File: config.mk
export PLATFORM = sky130hd
export DESIGN_NAME = pong_game_ctrl
export DESIGN_NICKNAME = d
export VERILOG_FILES = /design/src/rtl/pong_pkg.sv /design/src/rtl/pong_move_divider.sv /design/src/rtl/pong_game_ctrl.sv
export SDC_FILE = /design/constraint.sdc
export NUM_CORES = 1
export LEC_CHECK = 0
export ABC_AREA = 1
export BUFFER_PORTS_ARGS = -buffer_cell sky130_fd_sc_hd__clkbuf_2
export CORE_MARGIN = 1.5
export CORE_UTILIZATION = 40
export CTS_CLUSTER_SIZE = 8
export DETAILED_ROUTE_END_ITERATION = 10
export HOLD_SLACK_MARGIN = 0.02
export PLACE_DENSITY = 0.65
export SLEW_MARGIN = 30
export SYNTH_ARGS = -nofsm -noshare
export SYNTH_HDL_FRONTEND = slang
export SYNTH_SLANG_ARGS = --single-unit
File: constraint.sdc
create_clock -name clk -period 2.8 [get_ports clk]
set_input_delay 0.56 -clock clk [delete_from_list [all_inputs] [get_ports clk]]
set_output_delay 0.56 -clock clk [all_outputs]
set_load 0.05 [all_outputs]
File: src/rtl/pong_pkg.sv
// -----------------------------------------------------------------------------
// pong_pkg
//   Shared types and constants for the Pong sequencing controller.
//   - pong_state_t : game state machine encoding
//   - SCORE_W      : width of each player's score
//   - SERVE_LEFT / SERVE_RIGHT : serve direction encodings
//   - sat_inc()    : saturating score increment
// -----------------------------------------------------------------------------
package pong_pkg;

  typedef enum logic [2:0] {
    ST_IDLE  = 3'd0,
    ST_SERVE = 3'd1,
    ST_PLAY  = 3'd2,
    ST_POINT = 3'd3,
    ST_OVER  = 3'd4
  } pong_state_t;

  localparam int SCORE_W = 4;

  localparam logic SERVE_LEFT  = 1'b0;
  localparam logic SERVE_RIGHT = 1'b1;

  // Scores stop at all-ones instead of wrapping back to zero.
  function automatic logic [SCORE_W-1:0] sat_inc(input logic [SCORE_W-1:0] s);
    return (s == '1) ? s : s + SCORE_W'(1);
  endfunction

endpackage

File: src/rtl/pong_move_divider.sv
// -----------------------------------------------------------------------------
// pong_move_divider
//   Divides qualified frame ticks down to ball-move strobes. The move period
//   starts at FRAMES_PER_MOVE. With PONG_SPEEDUP_EN defined, every 4th
//   paddle-hit tick shortens the period by one frame (never below 1).
//
// Ports
//   clk, rst_n : clock, asynchronous active-low reset
//   tick       : one-cycle frame pulse
//   en         : tick qualifier (in play, not paused, no miss this tick)
//   clear      : restart the divider and reload period / rally counter
//   hit        : a paddle overlaps the ball on this tick
//   move       : registered one-cycle move strobe
//
// Configuration macro: PONG_SPEEDUP_EN
// -----------------------------------------------------------------------------
module pong_move_divider
  import pong_pkg::*;
#(
  parameter int FRAMES_PER_MOVE = 2
) (
  input  logic clk,
  input  logic rst_n,
  input  logic tick,
  input  logic en,
  input  logic clear,
  input  logic hit,
  output logic move
);

  localparam int P_W = (FRAMES_PER_MOVE < 2) ? 1 : $clog2(FRAMES_PER_MOVE + 1);
  localparam logic [P_W-1:0] BASE = P_W'(FRAMES_PER_MOVE);
  localparam logic [P_W-1:0] ONE  = P_W'(1);

  logic [P_W-1:0] div_q;
  logic [P_W-1:0] period;
  logic           step;

  assign step = tick && en;

  // '>=' rather than '==' so a period that shrinks below the current divider
  // value still fires on the next tick instead of running past it.
  // NOTE: sequential state uses non-blocking assignments so every register
  // samples pre-edge values regardless of statement order.
  always_ff @(posedge clk or negedge rst_n) begin
    if (!rst_n) begin
      div_q <= '0;
      move  <= 1'b0;
    end else begin
      move <= 1'b0;
      if (clear) begin
        div_q <= '0;
      end else if (step) begin
        if (div_q >= period - ONE) begin
          move  <= 1'b1;
          div_q <= '0;
        end else begin
          div_q <= div_q + ONE;
        end
      end
    end
  end

`ifdef PONG_SPEEDUP_EN
  logic [1:0]     rally_q;
  logic [P_W-1:0] period_q;

  assign period = period_q;

  // The divider compares against the pre-edge period, so a speed-up takes
  // effect from the tick after the 4th hit.
  always_ff @(posedge clk or negedge rst_n) begin
    if (!rst_n) begin
      rally_q  <= 2'd0;
      period_q <= BASE;
    end else if (clear) begin
      rally_q  <= 2'd0;
      period_q <= BASE;
    end else if (step && hit) begin
      rally_q <= rally_q + 2'd1;
      if (rally_q == 2'd3 && period_q > ONE) begin
        period_q <= period_q - ONE;
      end
    end
  end
`else
  logic unused_hit;

  assign period     = BASE;
  assign unused_hit = hit;
`endif

endmodule

File: src/rtl/pong_game_ctrl.sv
// -----------------------------------------------------------------------------
// pong_game_ctrl
//   Game sequencer for the Pong ball datapath: IDLE -> SERVE -> PLAY ->
//   POINT -> (SERVE | OVER). Detects wall misses, keeps both scores, counts
//   the serve delay and issues registered move / recentre strobes.
//
// Ports
//   clk, rst_n                 : clock, asynchronous active-low reset
//   frame_tick                 : one-cycle pulse per video frame
//   start                      : synchronised start button level
//   pause                      : freezes SERVE and PLAY
//   ball_left, ball_right      : signed ball edge x coordinates
//   hit_left/right_paddle      : paddle overlap flags, used on frame_tick
//   ball_move                  : one-cycle move strobe
//   ball_reset                 : one-cycle recentre strobe
//   serve_dir                  : 0 = serve left, 1 = serve right
//   score_left, score_right    : player scores
//   game_over                  : high while in OVER
//
// Configuration macro: PONG_SPEEDUP_EN (handled in pong_move_divider)
// -----------------------------------------------------------------------------
module pong_game_ctrl
  import pong_pkg::*;
#(
  parameter int X_W             = 11,
  parameter int WIDTH           = 640,
  parameter int FRAMES_PER_MOVE = 2,
  parameter int SERVE_DELAY     = 60,
  parameter int WIN_SCORE       = 9
) (
  input  logic                  clk,
  input  logic                  rst_n,
  input  logic                  frame_tick,
  input  logic                  start,
  input  logic                  pause,
  input  logic signed [X_W-1:0] ball_left,
  input  logic signed [X_W-1:0] ball_right,
  input  logic                  hit_left_paddle,
  input  logic                  hit_right_paddle,
  output logic                  ball_move,
  output logic                  ball_reset,
  output logic                  serve_dir,
  output logic [SCORE_W-1:0]    score_left,
  output logic [SCORE_W-1:0]    score_right,
  output logic                  game_over
);

  localparam int SC_W = (SERVE_DELAY < 2) ? 1 : $clog2(SERVE_DELAY + 1);
  localparam logic [SC_W-1:0]       SERVE_LOAD = SC_W'(SERVE_DELAY);
  localparam logic [SCORE_W-1:0]    WIN        = SCORE_W'(WIN_SCORE);
  localparam logic signed [X_W-1:0] LEFT_WALL  = '0;
  localparam logic signed [X_W-1:0] RIGHT_WALL = X_W'(WIDTH - 1);

  pong_state_t        state_q, state_d;
  logic [SC_W-1:0]    serve_cnt_q, serve_cnt_d;
  logic [SCORE_W-1:0] score_left_d, score_right_d;
  logic               serve_dir_d;
  logic               ball_reset_d;
  logic               game_over_d;
  logic               start_q;
  logic               start_rise;
  logic               active_tick;
  logic               left_miss;
  logic               right_miss;
  logic               div_en;
  logic               div_clear;

  assign start_rise  = start && !start_q;
  assign active_tick = frame_tick && !pause;

  // Left miss wins when both walls would register on the same tick.
  assign left_miss  = (ball_left <= LEFT_WALL) && !hit_left_paddle;
  assign right_miss = !left_miss && (ball_right >= RIGHT_WALL) && !hit_right_paddle;

  always_ff @(posedge clk or negedge rst_n) begin
    if (!rst_n) begin
      state_q     <= ST_IDLE;
      serve_cnt_q <= '0;
      score_left  <= '0;
      score_right <= '0;
      serve_dir   <= 1'b0;
      ball_reset  <= 1'b0;
      game_over   <= 1'b0;
      start_q     <= 1'b0;
    end else begin
      state_q     <= state_d;
      serve_cnt_q <= serve_cnt_d;
      score_left  <= score_left_d;
      score_right <= score_right_d;
      serve_dir   <= serve_dir_d;
      ball_reset  <= ball_reset_d;
      game_over   <= game_over_d;
      start_q     <= start;
    end
  end

  // NOTE: every signal driven here gets a default first, so no path leaves a
  // value unassigned and no latch is inferred.
  always_comb begin
    state_d       = state_q;
    serve_cnt_d   = serve_cnt_q;
    score_left_d  = score_left;
    score_right_d = score_right;
    serve_dir_d   = serve_dir;
    ball_reset_d  = 1'b0;
    div_en        = 1'b0;
    div_clear     = 1'b0;

    unique case (state_q)
      ST_IDLE, ST_OVER: begin
        if (start_rise) begin
          score_left_d  = '0;
          score_right_d = '0;
          ball_reset_d  = 1'b1;
          serve_cnt_d   = SERVE_LOAD;
          state_d       = ST_SERVE;
        end
      end

      ST_SERVE: begin
        if (active_tick) begin
          if (serve_cnt_q == '0) begin
            state_d   = ST_PLAY;
            div_clear = 1'b1;
          end else begin
            serve_cnt_d = serve_cnt_q - SC_W'(1);
          end
        end
      end

      ST_PLAY: begin
        // Scoring ticks never reach the divider, so they cannot move the ball.
        div_en = !pause && !left_miss && !right_miss;
        if (active_tick) begin
          if (left_miss) begin
            score_right_d = sat_inc(score_right);
            serve_dir_d   = SERVE_LEFT;
            state_d       = ST_POINT;
            div_clear     = 1'b1;
          end else if (right_miss) begin
            score_left_d = sat_inc(score_left);
            serve_dir_d  = SERVE_RIGHT;
            state_d      = ST_POINT;
            div_clear    = 1'b1;
          end
        end
      end

      ST_POINT: begin
        ball_reset_d = 1'b1;
        if (score_left == WIN || score_right == WIN) begin
          state_d = ST_OVER;
        end else begin
          serve_cnt_d = SERVE_LOAD;
          state_d     = ST_SERVE;
        end
      end

      default: state_d = ST_IDLE;
    endcase

    game_over_d = (state_d == ST_OVER);
  end

  pong_move_divider #(
    .FRAMES_PER_MOVE(FRAMES_PER_MOVE)
  ) u_move_divider (
    .clk   (clk),
    .rst_n (rst_n),
    .tick  (frame_tick),
    .en    (div_en),
    .clear (div_clear),
    .hit   (hit_left_paddle || hit_right_paddle),
    .move  (ball_move)
  );

endmodule

==> metrics.cfg <==
[synth]
avgSynthCellArea_sq_um=7.65
synth_cells=189
synth_edf_count=0
synth.distinct_cells=22
syn_area_sq_um=1450
ys_ff_latch=24
seq_area_frac_synth=0.416
synth_nets=224
synthFlopType=dfrtp_1
yosys_warnings=0
async_reset_ff_frac=1.00

[critical_path]
cp.required_ps=3000
cp_slowest_stage_delay_ps=380
crit_path_end=serve_cnt_q[5]$_DFFE_PN0P_
setup.worst_path.start_class=flop
crit_start=serve_cnt_q[0]$_DFFE_PN0P_
r2r_setup_slack_ps=1050
slowest_stage=dfrtp_1
crit_chain=inv_1 -> ha_1 -> nand2_1 -> nor2_1 -> nand3_1 -> a21oi_2 -> nor2_1 -> buf_4 -> o21ai_0 -> o21ai_2
r2r_end=serve_cnt_q[5]$_DFFE_PN0P_
path_max_fanout=11
worst-endpoint-arrival_ps=1950
endpoint_kind=flop
r2r_cells=10
crit-reg2reg-launch=serve_cnt_q[0]$_DFFE_PN0P_
crit_type=flop to flop
cp_common_cell=nor2_1

[global_routing]
grt_pass1_wl_mm=5.04
grt_antenna_before_repair=0
grt_pass1_vias=1186
gr-total-overflow=0
grt_max_degree=25
track_usage=0.155

[timing]
finalSetupTns_ps=0
period_share=0.625
rsz0062_at_grt=no
clock.fmax_mhz=571
skew_ps=9.55
final_hold_viol_count=0
tightest_slew_ps=611
post-route-min-period_ps=1750
maxSlewViolCount=0
maxSlewHeadroom=0.593
setup_viol=0

[layout]
stdcell_area_sq_um=1720
nets=269
final_common_cell=nand2_1
n_antenna_cell=0
drive_gt1_frac=0.272
mostFrequentLayoutCells=nand2_1, clkbuf_2, nor2_1
fin_util=0.508
area_growth_pct=19.1

[floorplanning]
start_util=0.426
die_x_um=63.1
core_sq_um=3390
dieArea_sq_um=3980
chipHeight_um=63.1
rows=21
pin_count=41

[power_and_ir_drop]
power_leakage_uw=0.000936
power_density_nw_per_um2=614
power.internal_uw=630
p_comb_frac=0.441
irDropWorstVdd_v=0.000249
clkPwrFrac=0.138
power.switching_uw=426
swShare=0.404
power.share.sequential=0.421

[drt]
routed_wl_mm=2.77
postRouteAntennaNets=0
via_per_inst=4.56
drc=0
wire_per_inst_um=9.96
vias=1269
firstDrtPassIters=4
drtIter0Drc=91

[run_status]
outcome=complete, no violations

[clock_tree]
cts_hold_buf=0
clock_latency_ps=300
postCtsSetupRepairBufs=0
clockBufferDepth=2
cts_tree=yes
cts_root_buf=clkbuf_4
cts_buffers=3
htreeDepth=1
clkSlewWorstSetupHoldPaths_ps=130
cts_resized=0
clkSinkCount=24

[job]
drv_cap=0

[place]
portBuffers=40
hpwl_mm=2.13
placed_cell_area_sq_um=1700
gp_congestion=0.859

[hold_path]
hold_class=input port to asynchronous set/reset pin

==> power groups by stage <==
stage	registers [uW]	logic (uW)	clock network [uW]
after floorplan	456	371	0
after global placement	448	468	0
after detailed placement	451	468	0
after CTS	444	468	155
after global routing	453	538	169
final	445	465	146
==> through the flow <==
stage / std cells / hold slack, ps / total power [uW] / setup slack (ps)
4_1_cts: 278 / 257 / 1070 / 1080
3_3_place_gp: 275 / 486 / 916 / 1130
2_1_floorplan: 189 / 264 / 827 / 1020
5_1_grt: 278 / 273 / 1160 / 869
3_5_place_dp: 275 / 486 / 918 / 1110
6_report: 278 / 235 / 1060 / 1050
==> area by class of cell <==
class                           count  area, sq um
Sequential cell                    24          601
Tap cell                           46         57.6
Fill cell                         340         1670
Clock buffer                        3         22.5
Timing Repair Buffer               41          208
Inverter                           22         82.6
Multi-Input combinational cell    142          751
==> logic make-up after synthesis <==
group           share of synthesized area
flops                               0.416
fa+ha+maj                          0.0519
buf+inv                            0.0649
compound gates                     0.0797
xor+xnor                           0.0303
simple gates                        0.358
==> sequential cells by signal (all words and copies together), names as in the netlist <==
signal                flops
state_q                   3
serve_dir                 1
u_move_divider.move       1
u_move_divider.div_q      2
ball_reset                1
game_over                 1
start_q                   1
score_right               4
serve_cnt_q               6
score_left                4
==> Yosys cell counts (3+ instances only) <==
master	number	area, sq um
dfrtp_1	24	601
ha_1	6	75.1
inv_1	19	71.3
inv_2	3	11.3
nand2_1	53	199
nand2_2	4	25.0
nand3_1	21	105
nand4_1	3	18.8
nor2_1	28	105
o21ai_0	6	30.0
o21ai_2	7	61.3
xor2_1	5	43.8
==> worst min path at each step <==
stage	startpoint	to	slack [ps]	cells after the start
finish	rst_n	score_left[0]$_DFFE_PN0P_	230	1
global route	rst_n	score_left[0]$_DFFE_PN0P_	270	1
CTS	rst_n	score_left[0]$_DFFE_PN0P_	260	1
detailed placement	serve_dir$_DFFE_PN0P_	serve_dir$_DFFE_PN0P_	490	2
global placement	serve_dir$_DFFE_PN0P_	serve_dir$_DFFE_PN0P_	490	2
floorplan	rst_n	ball_reset$_DFF_PN0_	260	0
==> per-layer routing <==
layer / global-route usage / part of all wire
met2: 0.241 / 0.45
met1: 0.225 / 0.52
met3: 0.0179 / 0.031
met4: 0.0500 / 0.0076
met5: 0 / 0
==> critical path, delay by kind of cell, from the launching register on <==
kind | cells | cell delay, ps
AOI/OAI and AO/OA | 3 | 330
adders and majority gates | 1 | 210
DFF | 1 | 380
buffers and inverters | 2 | 310
and+or+nand+nor | 4 | 420
Power figures use the tool's default switching activity.
